<file path="config.mk">
export PLATFORM = sky130hd
export DESIGN_NAME = i2s_deserialize
export DESIGN_NICKNAME = d
export VERILOG_FILES = /design/src/rtl/i2s_pkg.sv /design/src/rtl/word_capture.sv /design/src/rtl/i2s_deserialize.sv
export SDC_FILE = /design/constraint.sdc
export NUM_CORES = 1
export LEC_CHECK = 0
export BUFFER_PORTS_ARGS = -buffer_cell sky130_fd_sc_hd__buf_4
export CAP_MARGIN = 20
export CORE_UTILIZATION = 29
export DETAILED_ROUTE_END_ITERATION = 10
export PLACE_DENSITY = 0.45
export SKIP_CTS_REPAIR_TIMING = 1
export SLEW_MARGIN = 20
export SYNTH_ARGS = -nofsm -noshare
export SYNTH_HDL_FRONTEND = slang
export SYNTH_SLANG_ARGS = --single-unit
</file>
<file path="constraint.sdc">
create_clock -name clk -period 3.71 [get_ports clk]
set_input_delay 0.1855 -clock clk [delete_from_list [all_inputs] [get_ports clk]]
set_output_delay 0.1855 -clock clk [all_outputs]
set_load 0.02 [all_outputs]
</file>
<file path="src/rtl/i2s_pkg.sv">
// Shared definitions for the serial audio receive path: default word size,
// bit-counter width and the receiver frame-alignment states.
package i2s_pkg;

    localparam int I2S_WORD_BITS = 24;
    localparam int CNT_W         = 5;

    typedef enum logic [1:0] {
        SYNC  = 2'd0,
        LEFT  = 2'd1,
        RIGHT = 2'd2
    } state_t;

endpackage

</file>
<file path="src/rtl/word_capture.sv">
// LSB-first word assembler: bit k of a word lands in position k. The counter
// holds the number of bits captured in the current word and saturates at
// WIDTH, so trailing bits of an over-long word are ignored.
module word_capture
    import i2s_pkg::*;
#(
    parameter int WIDTH = I2S_WORD_BITS
) (
    input  logic             clk,
    input  logic             reset,
    input  logic             start,
    input  logic             en,
    input  logic             sd,
    output logic [WIDTH-1:0] word,
    output logic             done,
    output logic [CNT_W-1:0] count
);

    localparam logic [CNT_W-1:0] FULL = CNT_W'(WIDTH);
    localparam logic [CNT_W-1:0] LAST = CNT_W'(WIDTH - 1);

    logic capture;

    // A start always loads bit 0; later bits are taken only until the word is full
    assign capture = en && !start && (count != FULL);
    assign done    = capture && (count == LAST);

    // Bit counter: restarts at 1 because the start cycle already carries bit 0
    always_ff @(posedge clk) begin
        if (reset) begin
            count <= '0;
        end else if (en && start) begin
            count <= CNT_W'(1);
        end else if (capture) begin
            count <= count + CNT_W'(1);
        end
    end

    // Shift register: datapath only, no reset needed
    always_ff @(posedge clk) begin
        if (en && start) begin
            word <= {{(WIDTH-1){1'b0}}, sd};
        end else if (capture) begin
            word[count] <= sd;
        end
    end

endmodule

</file>
<file path="src/rtl/i2s_deserialize.sv">
// Serial audio receiver: detects word starts from ws edges, aligns to the
// first left word, assembles left/right words and presents complete stereo
// frames on a valid/ready port with overrun and short-word pulses.
module i2s_deserialize
    import i2s_pkg::*;
#(
    parameter int WIDTH = I2S_WORD_BITS
) (
    input  logic             clk,
    input  logic             reset,
    input  logic             sd,
    input  logic             ws,
    output logic [WIDTH-1:0] left_data,
    output logic [WIDTH-1:0] right_data,
    output logic             valid,
    input  logic             ready,
    output logic             overrun,
    output logic             short_word
);

    localparam logic [CNT_W-1:0] FULL = CNT_W'(WIDTH);

    state_t           state, state_nxt;
    logic             ws_q;
    logic             word_start;
    logic             start_l, en_l, start_r, en_r;
    logic [WIDTH-1:0] word_l, word_r;
    logic             done_l, done_r;
    logic [CNT_W-1:0] count_l, count_r;
    logic             left_ok;
    logic             short_set;
    logic             frame_done;
    logic             accept;
    logic [WIDTH-1:0] right_next;

    // Any ws change starts a word, and the sd bit of that same cycle is bit 0
    assign word_start = (ws != ws_q);

    // Left capture runs while ws is low once aligned; a falling ws in SYNC is
    // the alignment point. Right capture runs only after alignment.
    assign start_l = word_start && !ws;
    assign en_l    = !ws && ((state != SYNC) || word_start);
    assign start_r = word_start && ws;
    assign en_r    = ws && (state != SYNC);

    assign frame_done = (state == RIGHT) && done_r && left_ok;
    assign accept     = valid && ready;

    word_capture #(.WIDTH(WIDTH)) u_left (
        .clk   (clk),
        .reset (reset),
        .start (start_l),
        .en    (en_l),
        .sd    (sd),
        .word  (word_l),
        .done  (done_l),
        .count (count_l)
    );

    word_capture #(.WIDTH(WIDTH)) u_right (
        .clk   (clk),
        .reset (reset),
        .start (start_r),
        .en    (en_r),
        .sd    (sd),
        .word  (word_r),
        .done  (done_r),
        .count (count_r)
    );

    // Next state and short-word detection on each half boundary
    always_comb begin
        state_nxt = state;
        short_set = 1'b0;
        case (state)
            SYNC: begin
                if (word_start && !ws) begin
                    state_nxt = LEFT;
                end
            end
            LEFT: begin
                if (word_start) begin
                    state_nxt = RIGHT;
                    short_set = (count_l != FULL);
                end
            end
            RIGHT: begin
                if (word_start) begin
                    state_nxt = LEFT;
                    short_set = (count_r != FULL);
                end
            end
            default: begin
                state_nxt = SYNC;
            end
        endcase
    end

    // The last right bit is still on sd in the completion cycle
    always_comb begin
        right_next            = word_r;
        right_next[WIDTH-1]   = sd;
    end

    // Control state: alignment FSM, left-word status, handshake and pulses
    always_ff @(posedge clk) begin
        if (reset) begin
            ws_q       <= 1'b1;
            state      <= SYNC;
            left_ok    <= 1'b0;
            valid      <= 1'b0;
            overrun    <= 1'b0;
            short_word <= 1'b0;
        end else begin
            ws_q       <= ws;
            state      <= state_nxt;
            short_word <= short_set;
            overrun    <= frame_done && valid && !ready;
            if (start_l) begin
                left_ok <= 1'b0;
            end else if (done_l) begin
                left_ok <= 1'b1;
            end
            if (frame_done) begin
                valid <= 1'b1;
            end else if (accept) begin
                valid <= 1'b0;
            end
        end
    end

    // Output holding register: only reloaded when the slot is free or freeing
    always_ff @(posedge clk) begin
        if (reset) begin
            left_data  <= '0;
            right_data <= '0;
        end else if (frame_done && (!valid || ready)) begin
            left_data  <= word_l;
            right_data <= right_next;
        end
    end

endmodule

</file>
* Word-level counts from Yosys, hierarchy flattened
Cells that the tools add are included.
** Storage, ports and cells
- Input bits :: 5
- Memories kept :: 0
- Memory bits (read-only) :: 0
- Output and inout bits :: 51
- Register bits after elaboration :: 113
- Bits in latches :: 0
- Logic and storage cells :: 91
- RAM bits :: 0
** Operators by class
- Reduce and logical (&&, ||, !) cells :: 36
- Div/mod/pow operators :: 0
- Bitwise gates (word level) :: 0
- Muxes and demuxes :: 23
- Shift operators :: 0
- Eq/ne operators :: 10
- Multipliers :: 0
- $add $sub $neg :: 2
- $lt $le $gt $ge :: 4
** Operators by type and width (count)
- 24-bit bitwise mux :: 2
- 1-bit logical AND :: 20
- 1-bit two-way mux :: 14
- 5-bit by 6-bit less-than comparator with 1-bit output (second input constant) :: 2
- 5-bit by 1-bit adder with 5-bit output (second input constant) :: 2
- 1-bit demux with 5-bit select :: 2
- 5-bit == test (second input constant) :: 2
- 5-bit by 1-bit greater-or-equal comparator with 1-bit output (second input constant) :: 2
- 5-bit inequality test (second input constant) :: 2
- 2-bit nonzero test :: 4
- 2-bit two-way mux :: 3
- 2-bit case mux with 3 select lines :: 1
- 2-bit OR reduction :: 3
- 1-bit logical NOT :: 5
- 2-bit inequality test (second input constant) :: 2
- 3-bit AND reduction :: 1
- 2-bit by 1-bit == test with 1-bit output (second input constant) :: 1
- 2-bit == test (second input constant) :: 1
- 2-bit logical NOT :: 1
- 1-bit logical OR :: 2
- 2-bit by 1-bit inequality test with 1-bit output (second input constant) :: 1
- 1-bit case mux with 2 select lines :: 1
- 1-bit inequality test :: 1

* Longest topological paths before layout
- Depth in word-level cells :: 10
- Mapped depth :: 9

* By module
From an unflattened synthesis, not the netlist that was laid out.
** Second synthesis, totals
- Cells, all modules :: 553
- Area total of the unflattened synthesis :: 5350.1 um^2
** Modules (own cells, without submodules)
- i2s_deserialize :: instances 1, cells each 251, area an instance 2567.5 um^2
- word_capture at u_right :: instances 1, cells each 152, area an instance 1408.9 um^2
- word_capture at u_left :: instances 1, cells each 150, area an instance 1373.8 um^2

* Worst setup path before layout
OpenSTA, ideal clock, no wires.
- Kind :: reg-to-reg
- From :: register state[0]
- To :: register u_right.word[0] (enable)
- Path slack :: 1.959 ns
- Arrival :: 1.441 ns
- Period minus slack after synthesis :: 1.751 ns
- Cell stages (with the launch flop) :: 8
- Cells stage by stage :: dfxtp_1 -> inv_1 -> ha_1 -> nor3b_2 -> buf_2 -> nand2_1 -> clkbuf_1 -> o21ai_0
** Between the ends
- Word-level cells in the longest chain between the ends :: 5
- Elaborated cells between the ends (all ways) :: 6
- Those cells by class :: reduce/logical (6)
** Ends and longest elaborated chain
- start, declared :: RTL line i2s_deserialize.sv:23 : state_t state, state_nxt;
- start signal, assigned :: RTL line i2s_deserialize.sv:116 : state <= state_nxt;
- 2-bit nonzero test * :: RTL line i2s_deserialize.sv:44 : assign en_r = ws && (state != SYNC);
- 1-bit logical AND * :: RTL line i2s_deserialize.sv:44
- 1-bit logical AND (2 in a row) :: RTL line word_capture.sv:25 : assign capture = en && !start && (count != FULL);
- 2-bit nonzero test (no source line) *
- end signal, assigned :: RTL line word_capture.sv:42 : word <= {{(WIDTH-1){1'b0}}, sd};
- end, declared :: RTL line word_capture.sv:14 : output logic [WIDTH-1:0] word,
Every way passes the cells marked *; elsewhere a longest branch is shown, timed or not.
A chain may end at the register's enable or synchronous reset.

* Worst setup path in the final report
- From :: register state[0]
- To :: register left_data[12]
** Between the ends
- Word-level cells in the longest chain between the ends :: 8
- Elaborated cells between the ends (all ways) :: 9
- Those cells by class :: eq/ne (1); reduce/logical (8)
** Ends and longest elaborated chain
- 2-bit nonzero test :: RTL line i2s_deserialize.sv:44
- 1-bit logical AND :: RTL line i2s_deserialize.sv:44
- 1-bit logical AND (2 in a row) :: RTL line word_capture.sv:25
- 1-bit logical AND :: RTL line word_capture.sv:26 : assign done = capture && (count == LAST);
- 1-bit logical AND * (2 in a row) :: RTL line i2s_deserialize.sv:46 : assign frame_done = (state == RIGHT) && done_r && left_ok;
- 1-bit logical AND * :: RTL line i2s_deserialize.sv:137 : end else if (frame_done && (!valid || ready)) begin
- end signal, assigned :: RTL line i2s_deserialize.sv:138 : left_data <= word_l;
- end, declared :: RTL line i2s_deserialize.sv:13 : output logic [WIDTH-1:0] left_data,
Marked as above.

==> results.json <==
{
  "status": "finished, final reports clean",
  "final_layout_size_suffix_gt1_frac": 0.1444,
  "dpl.hpwl_um": 6870,
  "crit_required_ns": 3.99,
  "hold_path_class": "primary input to flop",
  "cp_slowest_cell": "nor3b_2",
  "diodes": 0,
  "slew_headroom": 0.4435,
  "io_pins": 56,
  "areaGrowthSynthToFinish_pct": 17.09,
  "whs_path_depth": 2,
  "cp_cell_sequence": "inv_1, ha_1, nor3b_2, nand4_1, nor2b_4, buf_4, mux2i_1",
  "layout_commonest_cell": "dfxtp_1",
  "place.gp.congestion": 0.7445,
  "hold_viol": 0,
  "synth_fp_nets": 540,
  "hold_path_end": "ws_q",
  "maxCapViolCount": 0,
  "drt_iter0_markers": 158,
  "slowest_delay_ns": 0.55,
  "drc": 0,
  "routedWlPerCell_um": 13.64,
  "clock_path_buffers": 2,
  "grt_pass1_vias": 3506,
  "via_per_inst": 4.636,
  "yosys.area.top_type": "dfxtp_1",
  "path_clk_slew_ns": 0.07,
  "arrival_ns": 2.70,
  "yosysWarnings": 0,
  "p_leak_uw": 0.002215,
  "hold_start": "ws",
  "period_minus_slack_ns": 2.415,
  "port_buffers": 55,
  "drtPass1Iterations": 4,
  "clock_latency_ns": 0.35,
  "synthMuxAreaShare": 0.1583,
  "worstMarginPinSlew_ns": 0.8348,
  "finalClockSkew_ns": 0.01178,
  "synth_area_leaders": "dfxtp_1 44%, mux2i_1 16%, nand2b_1 13%",
  "synth_xor_area_frac": 0.01385,
  "ir_worst_vdd_mv": 0.2341,
  "drt_wl_total_um": 10650,
  "cts_buffers": 9,
  "h-tree-depth": 3,
  "setup-violations-final": 0,
  "core_um2": 16820,
  "cts_root_buffer": "clkbuf_16",
  "die_y_um": 134.1,
  "antenna_left": 0,
  "worst_slack_ns": 1.295,
  "grt_start_max_net_pins": 111,
  "clock_sinks": 112,
  "netlist.area_leader.share": 0.4353,
  "initial_core_util": 0.3008,
  "syn_inst": 522,
  "path_class": "flop to flop",
  "rr_worst_depth": 7,
  "fin_nets": 574,
  "final_cell_mix": "110 x dfxtp_1, 102 x nand2b_1, 80 x mux2i_1",
  "die_x_um": 134.1,
  "grt_pass1_wl_um": 17680,
  "yosysUniqueCellTypes": 37,
  "end_kind": "flop",
  "p_per_area_nw_per_um2": 434.7,
  "rr_startpoint": "state[0]",
  "rrSetupSlack_ns": 1.29,
  "grt_overflow": 0,
  "core.rowCount": 47,
  "synth_area_um2": 5059,
  "dieArea_um2": 17980,
  "synthAdderAreaFrac": 0.03215,
  "ys_ff_latch": 112,
  "synthSimpleGateAreaFrac": 0.2434,
  "pre_cts_slack_ns": 1.278,
  "synth_top_family_by_area": "simple AND/OR/NAND/NOR gates",
  "antenna_found_initial": 0,
  "fmax_mhz": 414.0,
  "synth_compound_area_frac": 0.05961,
  "setup.worst_path.start_class": "flop",
  "rsz0062_at_grt": "no",
  "synth.yosys.seq_area_share": 0.4472,
  "drv_slew": 0,
  "period_share": 0.6511,
  "setup_tns_ns": 0,
  "r2r-end": "left_data[12]",
  "avgSynthCellArea_um2": 9.691,
  "cts_tree": "done",
  "path_max_fanout": 24,
  "num_vias": 3621,
  "grt_use_total": 0.1238
}
[logic make-up after synthesis]
logic type	count (synthesis)
multiplexers	80
buffers and inverters	47
flip-flops	112
XOR/XNOR	8
adder cells (fa/ha/maj)	13
AO/OA/AOI/OAI	44
AND/OR/NAND/NOR	218
[sequential cells by signal, summed over array words and instances, names as in the netlist]
register / count
overrun: 1
left_data: 24
valid: 1
u_left.count: 5
right_data: 24
u_right.count: 5
u_right.word: 23
ws_q: 1
short_word: 1
left_ok: 1
state: 2
u_left.word: 24
[synthesized netlist by cell type]
| cell type | instances |
|---|---|
| and4b_1 | 1 |
| nor2_1 | 30 |
| nor3_1 | 12 |
| buf_1 | 1 |
| nor3b_2 | 1 |
| buf_2 | 5 |
| dfxtp_1 | 110 |
| a21bo_2 | 1 |
| nand3b_1 | 1 |
| nand4b_1 | 2 |
| buf_4 | 2 |
| edfxtp_1 | 2 |
| o211ai_1 | 12 |
| nand2_1 | 18 |
| nand4_1 | 19 |
| o21a_1 | 1 |
| ha_1 | 13 |
| and4_1 | 1 |
| and3_1 | 3 |
| buf_12 | 2 |
| nor2b_1 | 8 |
| xnor2_1 | 2 |
| nor4b_1 | 1 |
| xor2_1 | 6 |
| and2_1 | 3 |
| clkbuf_1 | 26 |
| buf_6 | 1 |
| a21oi_1 | 9 |
| inv_1 | 10 |
| o31ai_1 | 13 |
| o21ai_0 | 6 |
| mux2i_1 | 80 |
| a211oi_2 | 1 |
| nand2b_1 | 102 |
| nand3_1 | 15 |
| a221oi_1 | 1 |
| or2_2 | 1 |
[power by group]
group | switching [uW] | leakage, uW | internal, uW
logic | 180 | 0.00115 | 97.5
registers | 20.7 | 0.000906 | 1240
clock network | 455 | 0.000157 | 586
total | 655 | 0.00222 | 1920
[final cells by class]
| cell class | count | area (um2) |
|---|---|---|
| fill | 1776 | 10900 |
| tap | 220 | 275.3 |
| clock buffer | 11 | 264.0 |
| inverter | 10 | 37.54 |
| sequential | 112 | 2262 |
| timing repair buffer | 60 | 450.4 |
| clock inverter | 5 | 60.06 |
| multi-input combinational | 363 | 2574 |
[routing by layer]
metal	share of wire	wire length (um)	up-vias	track usage
li1	-	-	1861	-
met5	0	0	-	0
met4	0.012	133	0	0.04307
met1	0.50	5311	1699	0.1592
met3	0.031	326	9	0.03023
met2	0.46	4877	52	0.2015
[how the worst max path moves through the flow]
| stage | from | endpoint | slack (ns) |
|---|---|---|---|
| CTS | state[0] | left_data[12] | 1.25 |
| detailed placement | state[0] | left_data[12] | 1.28 |
| finish | state[0] | left_data[12] | 1.29 |
| floorplan | state[0] | u_right.word[0] | 1.96 |
| global route | state[0] | left_data[19] | 1.06 |
| global placement | state[0] | left_data[11] | 1.42 |
[per-stage QoR]
step	utilization	std cells	cell area, um2	power, uW	hold slack, ns
4_1_cts	0.3522	781	5923	2619	0.07829
2_1_floorplan	-	522	5059	1493	0.2921
3_3_place_gp	0.3329	765	5599	1557	0.4496
3_5_place_dp	0.3329	765	5599	1563	0.4515
6_report	0.3522	781	5923	2575	0.09371
5_1_grt	0.3522	781	5923	2709	0.08488
[worst max-delay path, delay by kind of cell (launching register included)]
family,cells,cell delay (ns)
buffers and inverters,2,0.47
multiplexers,1,0.24
adder cells (fa/ha/maj),1,0.26
flip-flops,1,0.34
AND/OR/NAND/NOR,3,1.02
(Power assumes the default switching activity.)
